$ cat src/rtl/bcd_digit_source_if.sv
// Signal bundle between the BCD digit source and whatever drives or observes it.
// The master drives the control inputs; the slave (the digit source) returns the digit and pulses.
interface bcd_digit_source_if;
  logic       en;
  logic       auto;
  logic       up_dn;
  logic       btn;
  logic       load;
  logic [3:0] load_val;
  logic       a0;
  logic       a1;
  logic       a2;
  logic       a3;
  logic       tick_out;
  logic       carry;
  logic       borrow;
  logic       load_err;

  modport master (
    output en, auto, up_dn, btn, load, load_val,
    input  a0, a1, a2, a3, tick_out, carry, borrow, load_err
  );

  modport slave (
    input  en, auto, up_dn, btn, load, load_val,
    output a0, a1, a2, a3, tick_out, carry, borrow, load_err
  );
endinterface

$ cat src/rtl/bcd_digit_source.sv
// Single decimal digit (0-9) feeding a BCD decoder; steps on a prescaled tick or a
// debounced button press, with parallel load and carry/borrow pulses for cascading.
module bcd_digit_source #(
  parameter int TICK_DIV   = 50_000_000,
  parameter int DEB_CYCLES = 500_000
) (
  input  logic               clk,
  input  logic               rst,
  bcd_digit_source_if.slave  bus
);
  localparam int PW = (TICK_DIV > 2) ? $clog2(TICK_DIV) : 1;
  localparam int DW = (DEB_CYCLES > 1) ? $clog2(DEB_CYCLES) : 1;
  localparam logic [PW-1:0] PRESC_LAST = PW'(TICK_DIV - 1);
  localparam logic [DW-1:0] DEB_LAST   = DW'(DEB_CYCLES - 1);

  logic [PW-1:0] r_presc;
  logic          r_s1;
  logic          r_s2;
  logic          r_level;
  logic          r_level_d;
  logic [DW-1:0] r_deb_cnt;
  logic [3:0]    r_digit;
  logic          r_tick;
  logic          r_carry;
  logic          r_borrow;
  logic          r_load_err;

  logic          w_run;
  logic          w_auto_req;
  logic          w_man_req;
  logic          w_step;
  logic [3:0]    w_digit_next;
  logic          w_carry_next;
  logic          w_borrow_next;
  logic          w_load_err_next;

  assign w_run      = bus.en & bus.auto;
  assign w_auto_req = w_run & (r_presc == PRESC_LAST);
  // A manual request is the edge right after the debounced level rose.
  assign w_man_req  = r_level & ~r_level_d;
  assign w_step     = bus.en & (w_auto_req | (w_man_req & ~bus.auto));

  always_comb begin
    w_digit_next    = r_digit;
    w_carry_next    = 1'b0;
    w_borrow_next   = 1'b0;
    w_load_err_next = 1'b0;
    if (bus.load) begin
      if (bus.load_val <= 4'd9) begin
        w_digit_next = bus.load_val;
      end else begin
        w_load_err_next = 1'b1;
      end
    end else if (w_step) begin
      if (bus.up_dn) begin
        if (r_digit == 4'd9) begin
          w_digit_next = 4'd0;
          w_carry_next = 1'b1;
        end else begin
          w_digit_next = r_digit + 4'd1;
        end
      end else begin
        if (r_digit == 4'd0) begin
          w_digit_next  = 4'd9;
          w_borrow_next = 1'b1;
        end else begin
          w_digit_next = r_digit - 4'd1;
        end
      end
    end
  end

  always_ff @(posedge clk) begin
    if (rst) begin
      r_presc    <= '0;
      r_s1       <= 1'b0;
      r_s2       <= 1'b0;
      r_level    <= 1'b0;
      r_level_d  <= 1'b0;
      r_deb_cnt  <= '0;
      r_digit    <= 4'd0;
      r_tick     <= 1'b0;
      r_carry    <= 1'b0;
      r_borrow   <= 1'b0;
      r_load_err <= 1'b0;
    end else begin
      if (!w_run || r_presc == PRESC_LAST) begin
        r_presc <= '0;
      end else begin
        r_presc <= r_presc + PW'(1);
      end

      r_s1      <= bus.btn;
      r_s2      <= r_s1;
      r_level_d <= r_level;
      // Level flips only after DEB_CYCLES consecutive disagreeing samples.
      if (r_s2 == r_level) begin
        r_deb_cnt <= '0;
      end else if (r_deb_cnt == DEB_LAST) begin
        r_level   <= ~r_level;
        r_deb_cnt <= '0;
      end else begin
        r_deb_cnt <= r_deb_cnt + DW'(1);
      end

      r_digit    <= w_digit_next;
      r_tick     <= w_auto_req;
      r_carry    <= w_carry_next;
      r_borrow   <= w_borrow_next;
      r_load_err <= w_load_err_next;
    end
  end

  assign bus.a0       = r_digit[0];
  assign bus.a1       = r_digit[1];
  assign bus.a2       = r_digit[2];
  assign bus.a3       = r_digit[3];
  assign bus.tick_out = r_tick;
  assign bus.carry    = r_carry;
  assign bus.borrow   = r_borrow;
  assign bus.load_err = r_load_err;
endmodule

$ cat src/flat_wrapper.sv
// flat-port wrapper written by rule: the top's interface ports become plain ports
module bcd_digit_source_flat 
#(
  parameter int TICK_DIV   = 50_000_000,
  parameter int DEB_CYCLES = 500_000
)
  (clk, rst, bus_en, bus_auto, bus_up_dn, bus_btn, bus_load, bus_load_val, bus_a0, bus_a1, bus_a2, bus_a3, bus_tick_out, bus_carry, bus_borrow, bus_load_err);
  bcd_digit_source_if bus_i ();
  input  logic clk;
  input  logic rst;
  input wire logic [$bits(bus_i.en)-1:0] bus_en;
  input wire logic [$bits(bus_i.auto)-1:0] bus_auto;
  input wire logic [$bits(bus_i.up_dn)-1:0] bus_up_dn;
  input wire logic [$bits(bus_i.btn)-1:0] bus_btn;
  input wire logic [$bits(bus_i.load)-1:0] bus_load;
  input wire logic [$bits(bus_i.load_val)-1:0] bus_load_val;
  output wire logic [$bits(bus_i.a0)-1:0] bus_a0;
  output wire logic [$bits(bus_i.a1)-1:0] bus_a1;
  output wire logic [$bits(bus_i.a2)-1:0] bus_a2;
  output wire logic [$bits(bus_i.a3)-1:0] bus_a3;
  output wire logic [$bits(bus_i.tick_out)-1:0] bus_tick_out;
  output wire logic [$bits(bus_i.carry)-1:0] bus_carry;
  output wire logic [$bits(bus_i.borrow)-1:0] bus_borrow;
  output wire logic [$bits(bus_i.load_err)-1:0] bus_load_err;
  assign bus_i.en = bus_en;
  assign bus_i.auto = bus_auto;
  assign bus_i.up_dn = bus_up_dn;
  assign bus_i.btn = bus_btn;
  assign bus_i.load = bus_load;
  assign bus_i.load_val = bus_load_val;
  assign bus_a0 = bus_i.a0;
  assign bus_a1 = bus_i.a1;
  assign bus_a2 = bus_i.a2;
  assign bus_a3 = bus_i.a3;
  assign bus_tick_out = bus_i.tick_out;
  assign bus_carry = bus_i.carry;
  assign bus_borrow = bus_i.borrow;
  assign bus_load_err = bus_i.load_err;
  bcd_digit_source #(.TICK_DIV(TICK_DIV), .DEB_CYCLES(DEB_CYCLES)) u_core (.clk(clk), .rst(rst), .bus(bus_i));
endmodule
$ cat config.mk
export PLATFORM = sky130hd
export DESIGN_NAME = bcd_digit_source_flat
export DESIGN_NICKNAME = d
export VERILOG_FILES = /design/src/rtl/bcd_digit_source_if.sv /design/src/rtl/bcd_digit_source.sv /design/src/flat_wrapper.sv
export SDC_FILE = /design/constraint.sdc
export NUM_CORES = 1
export LEC_CHECK = 0
export ABC_AREA = 1
export ABC_CLOCK_PERIOD_IN_PS = 1610
export CAP_MARGIN = 30
export CORE_MARGIN = 2
export CORE_UTILIZATION = 53
export DETAILED_ROUTE_END_ITERATION = 6
export PLACE_DENSITY = 0.75
export RECOVER_POWER = 25
export SLEW_MARGIN = 20
export SYNTH_ARGS = -nofsm -noshare
export SYNTH_HDL_FRONTEND = slang
export SYNTH_SLANG_ARGS = --single-unit
export TNS_END_PERCENT = 20
$ cat constraint.sdc
create_clock -name clk -period 1.61 [get_ports clk]
set_clock_uncertainty 0.05 [all_clocks]
set_input_delay 0.483 -clock clk [delete_from_list [all_inputs] [get_ports clk]]
set_output_delay 0.483 -clock clk [all_outputs]
set_load 0.01 [all_outputs]
Word level (Yosys, flattened, before mapping)
Cells that the tools add are included.
- $add $sub $neg: 4
- magnitude comparators: 1
- equality and inequality tests: 5
- multiplexer cells: 9
- bitwise gates (word level): 13
- reductions and logical operators: 11
- operators with widths (cell ; count):
    26-bit by 1-bit adder with 26-bit output (second input constant) ; 1
    26-bit == test (second input constant) ; 1
    4-bit two-way mux ; 6
    19-bit by 1-bit adder with 19-bit output (second input constant) ; 1
    19-bit == test (second input constant) ; 1
    4-bit OR reduction ; 2
    1-bit inverter ; 7
    1-bit bitwise AND ; 5
    4-bit by 1-bit adder with 4-bit output (second input constant) ; 1
    4-bit == test (second input constant) ; 1
    4-bit less-or-equal comparator (second input constant) ; 1
    4-bit logical NOT ; 1
    2-bit AND reduction ; 2
    2-bit OR reduction ; 2
    4-bit by 1-bit subtractor with 4-bit output (second input constant) ; 1
    1-bit two-way mux ; 3
    3-bit OR reduction ; 1
    2-bit by 1-bit inequality test with 1-bit output (second input constant) ; 1
    2-bit nonzero test ; 1
    1-bit == test ; 1
    1-bit logical NOT ; 1
    1-bit logical OR ; 1
    1-bit bitwise OR ; 1
- register bits: 57
- input bits: 11
- output and inout port bits: 8
- word-level logic and storage cells: 54

Logic depth before layout (Yosys ltp)
Gate-level depths: netlist (run 1).
- depth after elaboration: 7
- gate-level depth with buffers: 11
- mapped depth without buffers: 11

Worst setup path before layout (run 1)
OpenSTA, ideal clock, no wires.
- path kind: register to register
- start: register u_core.r_deb_cnt[0]
- end: register u_core.r_deb_cnt[15]
- setup time: 0.115 ns
- arrival time: 1.387 ns
- data required time: 1.445 ns
- setup slack: 0.058 ns
- cell stages (with the launch flop): 8
- buffers on the path: 1
- clock period less this slack: 1.552 ns
- path through: dfxtp_1 -> ha_1 -> nand2_1 -> nor3_1 -> nand3_1 -> nand2_2 -> buf_4 -> nor2_1
- longest elaborated chain between the ends: 2
- elaborated cells between the ends (all ways): 3
- those cells by class: 1 x add/sub; 1 x eq/ne; 1 x reduce/logical
- RTL lines (item ; RTL line ; source):
    from (decl) ; bcd_digit_source.sv:21 ; logic [DW-1:0] r_deb_cnt;
    from (signal assigned) ; bcd_digit_source.sv:103 ; r_deb_cnt <= r_deb_cnt + DW'(1);
    branches (longest 2 deep; another with 19-bit by 1-bit adder with 19-bit output) ; n/a ;
Parallel ways; which one is timed is not known.
A chain may end at the register's enable or synchronous reset.

Worst setup path in the final report (run 1)
- start: register u_core.r_presc[1]
- end: register u_core.r_digit[3]
- longest elaborated chain between the ends: 6
- RTL lines (item ; RTL line ; source):
    from (decl) ; bcd_digit_source.sv:16 ; logic [PW-1:0] r_presc;
    from (signal assigned) ; bcd_digit_source.sv:90 ; r_presc <= r_presc + PW'(1);
    26-bit == test ; bcd_digit_source.sv:38 ; assign w_auto_req = w_run & (r_presc == PRESC_LAST);
    1-bit bitwise AND ; bcd_digit_source.sv:38 ;
    1-bit bitwise OR ; bcd_digit_source.sv:41 ; assign w_step = bus.en & (w_auto_req | (w_man_req & ~bus.auto));
    1-bit bitwise AND ; bcd_digit_source.sv:41 ;
    2-bit nonzero test (no source line) ; n/a ;
    2-bit AND reduction (no source line) ; n/a ;
    to (signal assigned) ; bcd_digit_source.sv:106 ; r_digit <= w_digit_next;
    to (decl) ; bcd_digit_source.sv:22 ; logic [3:0] r_digit;
No other way between the ends.

==> flow_summary_export.csv, run 1 <==
group,metric,value,unit
status,status,"finished, violations left",
status,violations,"negative setup slack",
power,pwr-share-comb,6.6,%
power,pwr-share-seq,50.9,%
grt,antenna_found_initial,0,
floorplan,io_pins,19,
worst_setup_path,critPathRequiredTime,1.79,ns
sta,rsz0062_at_grt,"true",
layout,post-route-cell-area,3790,µm²
layout,final_util,69.2,%
cts,cts_sinks,57,
sta,drv_slew,0,
sta,period_minus_slack,1.61,ns
routing,drt_iter0_drc,178,
floorplan,initial_core_util,54.8,%
layout,final_common_cell,"nand2_1",
power,switching_power,671,µW
power,switching_share,23.8,%
worst_setup_path,arrival,1.80,ns
sta,max_freq,0.619,GHz
logic_synthesis,synth_edf_count,0,
sta,whs,0.366,ns
logic_synthesis,syn_nets,444,
grt,grt_max_degree,26,
logic_synthesis,synth-seq-area-share,38.0,%
placed_design,dp_hpwl,4.57,mm
grt,grt_pass1_vias,2426,
routing,met1_length,3.22,mm
floorplan,die_h,79.2,µm
power,irDropWorstVdd,0.000634,V
sta,setup_tns,-0.00442,ns
cts,htreeDepth,3,
grt,grt_pass1_wl,10.4,mm
logic_synthesis,syn_area_per_cell,6.96,µm²
logic_synthesis,synth_top_cell_area_share,38.0,%
routing,routed.top_layer,"met4",
routing,drc,0,
sta,hold_viol,0,
layout,fillerInstances,460,
routing,num_vias,2923,
floorplan,core-area,5470,µm²
routing,dr_wl_met3,311,µm
placed_design,io_buffer_count,18,
routing,met2_length,3.03,mm
placed_design,gp_congestion,0.895,
floorplan,num_rows,27,
layout,num_antenna_cells,0,
logic_synthesis,ys.warnings.count,0,
worst_setup_path,worstSetupPathType,"register to register",
sta,worst_slew_pin_slew,0.370,ns
logic_synthesis,ys_seq_elements,57,
grt,track_usage,20.6,%
layout,nets,499,
sta,relSlewSlack,75.1,%
worst_setup_path,cp-start-kind,"register",
logic_synthesis,synth.distinct_cells,35,
routing,wl_per_cell,11.8,µm
worst_hold_path,min-delay-path-class,"register to register",
job,drv.max_cap_violation_count,0,
sta,fin_ws,-0.00442,ns
power,power.leakage,0.00145,µW
cts,cts_tree,"built",
power,intPower,2150,µW
placed_design,dp_worst_setup_slack,-0.283,ns
routing,vias_per_cell,5.19,
floorplan,die-area,6280,µm²
layout,final_layout_size_suffix_gt1_share,22.2,%
layout,syn2layout_area_growth,26.2,%
power,p_per_area,746,nW/µm²
cts,cts_made_buffers,9,
logic_synthesis,synth_flop_cell,"dfxtp_1",
power,clkPwrFrac,42.5,%
routing,drtAntennaViolNets,0,
sta,min_period_over_period,100,%
logic_synthesis,synth_top_area_cell,"dfxtp_1",
layout,layout_common_cells,"nand2_1, nor2_1, dfxtp_1, inv_1, nand3_1",
floorplan,dieWidth,79.2,µm
worst_setup_path,critPathCaptureType,"register",
logic_synthesis,netlist_area,3000,µm²
cts,cts.clk_slew.worst_paths,0.07,ns
logic_synthesis,synthCells,431,
logic_synthesis,synth_area_leaders,"dfxtp_1, nand2_1, nor2_1",
routing,drt_wl_total,6.65,mm
routing,first_pass_iters,5,
worst_setup_path,cp_max_fo,5,
logic_synthesis,synthArstFlopShare,0,%
cts,clock_latency,0.33,ns
sta,finalSetupViolations,1,
placed_design,place_area,3420,µm²
cts,root_buffer,"clkbuf_8",
cts,clock_path_buffers,2,
grt,overflow,0,
## synth_stat cells, types with 3 or more instances
cell	number
nor4_2	3
nand2_4	3
or2_2	4
nor2_4	5
nor2_1	63
xor2_1	9
nor4_1	3
nand2_1	94
inv_2	6
a31oi_1	3
xnor2_1	5
nand3_1	35
nand4_1	4
or2_0	5
nor2_2	8
o21ai_0	7
a21oi_1	24
dfxtp_1	57
nand2_2	7
nor3_1	22
inv_1	44
## worst paths after layout
kind         slack (ns)  cells after the start           endpoint         startpoint
max              -0.004                     10  u_core.r_digit[3]  u_core.r_presc[1]
min                0.37                      2        u_core.r_s2        u_core.r_s1
max reg2reg      -0.004                     10  u_core.r_digit[3]  u_core.r_presc[1]
min reg2reg        0.37                      2        u_core.r_s2        u_core.r_s1
## worst max-delay path, cell delays in order, from the launching register on
cell and delay [ns]:
dfxtp_2 0.36, ha_4 0.15, nand2_4 0.06, nor2_4 0.20
nand2_1 0.08, nor2_1 0.12, nand3_1 0.10, nand2_2 0.12
nand2_2 0.10, a21oi_2 0.13, nor2_1 0.05
## metrics by stage
stage               cells  power [µW]
CTS                   557        2830
global placement      541        1650
detailed placement    541        1650
floorplan             431        1560
finish                563        2820
global route          563        2950
## power by group through the flow
stage / clock [µW] / combinational, µW / sequential (µW)
5_1_grt: 1300 / 210 / 1440
2_1_floorplan: 0 / 91.2 / 1470
3_5_place_dp: 0 / 183 / 1470
6_report: 1200 / 187 / 1440
4_1_cts: 1210 / 179 / 1430
3_3_place_gp: 0 / 182 / 1470
## flip-flops by register name, summed over array words and instances, names as in the netlist
| signal | count |
|---|---|
| u_core.r_presc | 26 |
| u_core.r_deb_cnt | 19 |
| u_core.r_digit | 4 |
| u_core.bus.borrow | 1 |
| u_core.bus.carry | 1 |
| u_core.bus.load_err | 1 |
| u_core.bus.tick_out | 1 |
| u_core.r_level | 1 |
| u_core.r_level_d | 1 |
| u_core.r_s1 | 1 |
| u_core.r_s2 | 1 |
## cell type report
cell class | instances | area (µm²) | share of cell area [%]
timing repair buffer | 47 | 384 | 10.1
clock inverter | 2 | 12.5 | 0.330
clock buffer | 14 | 163 | 4.29
tap | 72 | 90.1 | 2.38
sequential | 57 | 1150 | 30.4
multi-input combinational | 321 | 1800 | 47.5
inverter | 50 | 190 | 5.02
## what timing repair did
action | in CTS | in global routing
setup buffers | 0 | 5
hold buffers | 0 | 0
endpoints found under the hold margin | 0 | 0
resized for setup | 11 | 36
setup endpoints to repair | 27 | 54
pin swaps | 0 | 14
cloned | 0 | 1
## routing by layer
metal	global-route usage, %	vias up
li1	-	1500
met1	27.1	1342
met2	32.1	70
met3	5.34	11
met4	8.28	0
met5	0	-
## cell families (layout without fill, tap and decap cells)
logic type	Yosys count	count (layout)	synth area share [%]
buf+inv	54	113	7.38
simple gates	268	269	43.3
compound gates	36	36	6.34
xor+xnor	14	14	4.09
fa+ha+maj	2	2	0.834
flops	57	57	38.0
Power figures use the tool's default switching activity.
==> run 2, diff against run 1 <==
--- a/config.mk
+++ b/config.mk
@@ -6,7 +6,6 @@
 export NUM_CORES = 1
 export LEC_CHECK = 0
 export ABC_AREA = 1
-export ABC_CLOCK_PERIOD_IN_PS = 1610
 export CAP_MARGIN = 30
 export CORE_MARGIN = 2
 export CORE_UTILIZATION = 53
==> results of run 2 <==
Final layout, timing and power as in run 1 (identical DEF).
==> run 3, diff against run 2 <==
--- a/config.mk
+++ b/config.mk
@@ -7,10 +7,12 @@
 export LEC_CHECK = 0
 export ABC_AREA = 1
 export CAP_MARGIN = 30
+export CELL_PAD_IN_SITES_DETAIL_PLACEMENT = 2
+export CELL_PAD_IN_SITES_GLOBAL_PLACEMENT = 2
 export CORE_MARGIN = 2
-export CORE_UTILIZATION = 53
+export CORE_UTILIZATION = 30
 export DETAILED_ROUTE_END_ITERATION = 6
-export PLACE_DENSITY = 0.75
+export PLACE_DENSITY_LB_ADDON = 0.1
 export RECOVER_POWER = 25
 export SLEW_MARGIN = 20
 export SYNTH_ARGS = -nofsm -noshare
==> run 3 against run 2 <==
Compared with the run above: the run still ends with negative setup slack left; fmax is 7.8% lower; utilization is 24 points lower; non-clock buffer count is 35 higher; hold slack better by 0.033 ns; critical path type unchanged; largest cell class unchanged; highest routed layer unchanged; sequential share of layout area is 3.8 points lower; sequential power hardly changed.
==> flow_summary_export.csv, run 3 (synthesis gave the netlist of run 1 again) <==
group,metric,value,unit
status,status,"finished, violations left",
status,violations,"negative setup slack",
sta,drv_slew,0,
power,clkPwrFrac,44.6,%
floorplan,die-area,10800,µm²
worst_setup_path,slowest_delay,0.35,ns
worst_hold_path,min-delay-path-class,"register to register",
cts,cts_tree,"built",
worst_setup_path,cp.depth,11,
routing,num_vias,3278,
power,power.leakage,0.00177,µW
worst_setup_path,critPathCaptureType,"register",
placed_design,io_buffer_count,18,
sta,max_freq,0.571,GHz
routing,wl_per_cell,18.6,µm
worst_setup_path,cp_cell_sequence,"inv_1, nand2_1, nor2_2, nand2_1, nor2_1, nand3_2, nand2_4, nand2_4, nand3_2, nand2_2, nor2_1",
floorplan,num_rows,36,
worst_setup_path,critPathRequiredTime,1.83,ns
worst_setup_path,arrival,1.97,ns
routing,vias_per_cell,4.95,
sta,hold_viol,0,
cts,root_buffer,"clkbuf_8",
worst_hold_path,min_from,"u_core.r_s1",
cts,htreeDepth,3,
power,switching_power,792,µW
grt,track_usage,19.4,%
floorplan,dieWidth,104,µm
sta,whs,0.399,ns
worst_setup_path,regToRegEndpoint,"u_core.r_digit[2]",
layout,layout_common_cells,"nand2_1, nor2_1, buf_4, inv_1, dfxtp_1",
power,pwr-share-comb,8.2,%
power,intPower,2240,µW
sta,relSlewSlack,68.6,%
routing,first_pass_iters,4,
sta,worst_slew_pin_slew,0.470,ns
cts,cts.clk_slew.worst_paths,0.07,ns
sta,rsz0062_at_grt,"true",
routing,drt_iter0_drc,60,
placed_design,dp_hpwl,7.20,mm
worst_setup_path,cp_max_fo,5,
worst_hold_path,holdPathStages,2,
cts,clock_path_buffers,2,
layout,final_common_cell,"nand2_1",
sta,period_minus_slack,1.75,ns
grt,overflow,0,
worst_setup_path,cp-start-kind,"register",
floorplan,io_pins,19,
worst_setup_path,timing.critical_path.buf_inv,1,
sta,fin_ws,-0.141,ns
routing,drt_wl_total,12.3,mm
layout,largest_register_ff_count,26,
sta,finalSetupViolations,21,
grt,grt_max_degree,20,
routing,drc,0,
placed_design,gp_congestion,0.788,
worst_setup_path,worst_path_dominant_cell_family,"simple AND/OR/NAND/NOR gates",
layout,top_register,"u_core.r_presc",
cts,cts_made_buffers,9,
layout,num_antenna_cells,0,
layout,final_cells,662,
power,finalPower,3030,µW
worst_setup_path,crit_path_start,"u_core.r_presc[24]",
placed_design,placed_cells,626,
cts,cts_sinks,57,
power,p_per_area,691,nW/µm²
sta,min_period_over_period,109,%
floorplan,initial_core_util,30.8,%
sta,setup_tns,-1.14,ns
routing,drtAntennaViolNets,0,
power,switching_share,26.1,%
floorplan,die_h,104,µm
grt,antenna_found_initial,0,
grt,grt_pass1_wl,16.9,mm
worst_hold_path,hold_path_end,"u_core.r_s2",
layout,syn2layout_area_growth,46.3,%
worst_setup_path,r2r_cells,11,
layout,final_layout_size_suffix_gt1_share,34.2,%
worst_setup_path,reg2reg_slack,-0.14,ns
layout,largestRegisters,"u_core.r_presc x26, u_core.r_deb_cnt x19, u_core.r_digit x4",
layout,nets,537,
job,drv.max_cap_violation_count,0,
worst_setup_path,cp_slowest_cell,"dfxtp_1",
grt,grt_pass1_vias,3432,
worst_setup_path,crit-reg2reg-launch,"u_core.r_presc[24]",
cts,holdBufCountCts,0,
cts,clock_latency,0.35,ns
power,irDropWorstVdd,0.000254,V
floorplan,core-area,9730,µm²
power,pwr-share-seq,47.2,%
worst_setup_path,worstSetupPathType,"register to register",
==> run 3: cell types whose count changed in the layout (fill, tap and decap cells not counted), sizes merged <==
cell,before,now
buf,28,62
clkinvlp,1,0
clkbuf,15,16
clkinv,1,2
nand2,105,108
==> run 3: area by class of cell <==
type                            count  area, µm²
Fill cell                        1149       5340
Multi-Input combinational cell    324       1960
Sequential cell                    57       1170
Timing Repair Buffer               82        711
Inverter                           50        190
Clock buffer                       14        183
Tap cell                          133        166
Clock inverter                      2       10.0
==> run 3: repair_timing <==
item	in CTS	in global routing
gates cloned	3	1
setup buffers	2	14
gates resized for setup	31	70
endpoints found under the setup margin	39	53
pin swaps	10	27
==> run 3: power groups by stage <==
stage	Sequential, µW	Clock (µW)	Combinational, µW
after floorplan	1470	0	91.2
after global placement	1470	0	199
after detailed placement	1470	0	205
after CTS	1440	1350	214
after global routing	1430	1450	272
final	1430	1350	248
==> run 3: worst min-delay path, cell delays in order (launching register included) <==
cell and delay, ns:
dfxtp_1 0.32, inv_1 0.05, nor2_1 0.04
==> run 3: through the flow <==
step / utilization, % / instance area (µm²) / setup slack, ns
2_1_floorplan: - / 3000 / 0.0581
3_3_place_gp: 37.9 / 3690 / -0.263
3_5_place_dp: 37.9 / 3690 / -0.355
4_1_cts: 41.1 / 4000 / -0.0877
5_1_grt: 45.1 / 4390 / -0.265
6_report: 45.1 / 4390 / -0.141
==> run 3: worst max-delay path by stage <==
stage	endpoint	slack, ns
after global routing	u_core.r_digit[2]	-0.26
after CTS	u_core.r_presc[22]	-0.09
after floorplan	u_core.r_deb_cnt[15]	0.06
after detailed placement	u_core.r_presc[17]	-0.35
final	u_core.r_digit[2]	-0.14
after global placement	u_core.r_presc[17]	-0.26
==> run 3: routing by layer <==
layer  up-vias  GRT usage, %  share of wire (%)
li1       1582             -                  -
met1      1629          24.7                 43
met2        43          33.3                 52
met3        24          3.01                2.1
met4         0          6.95                2.7
met5         -             0                  0
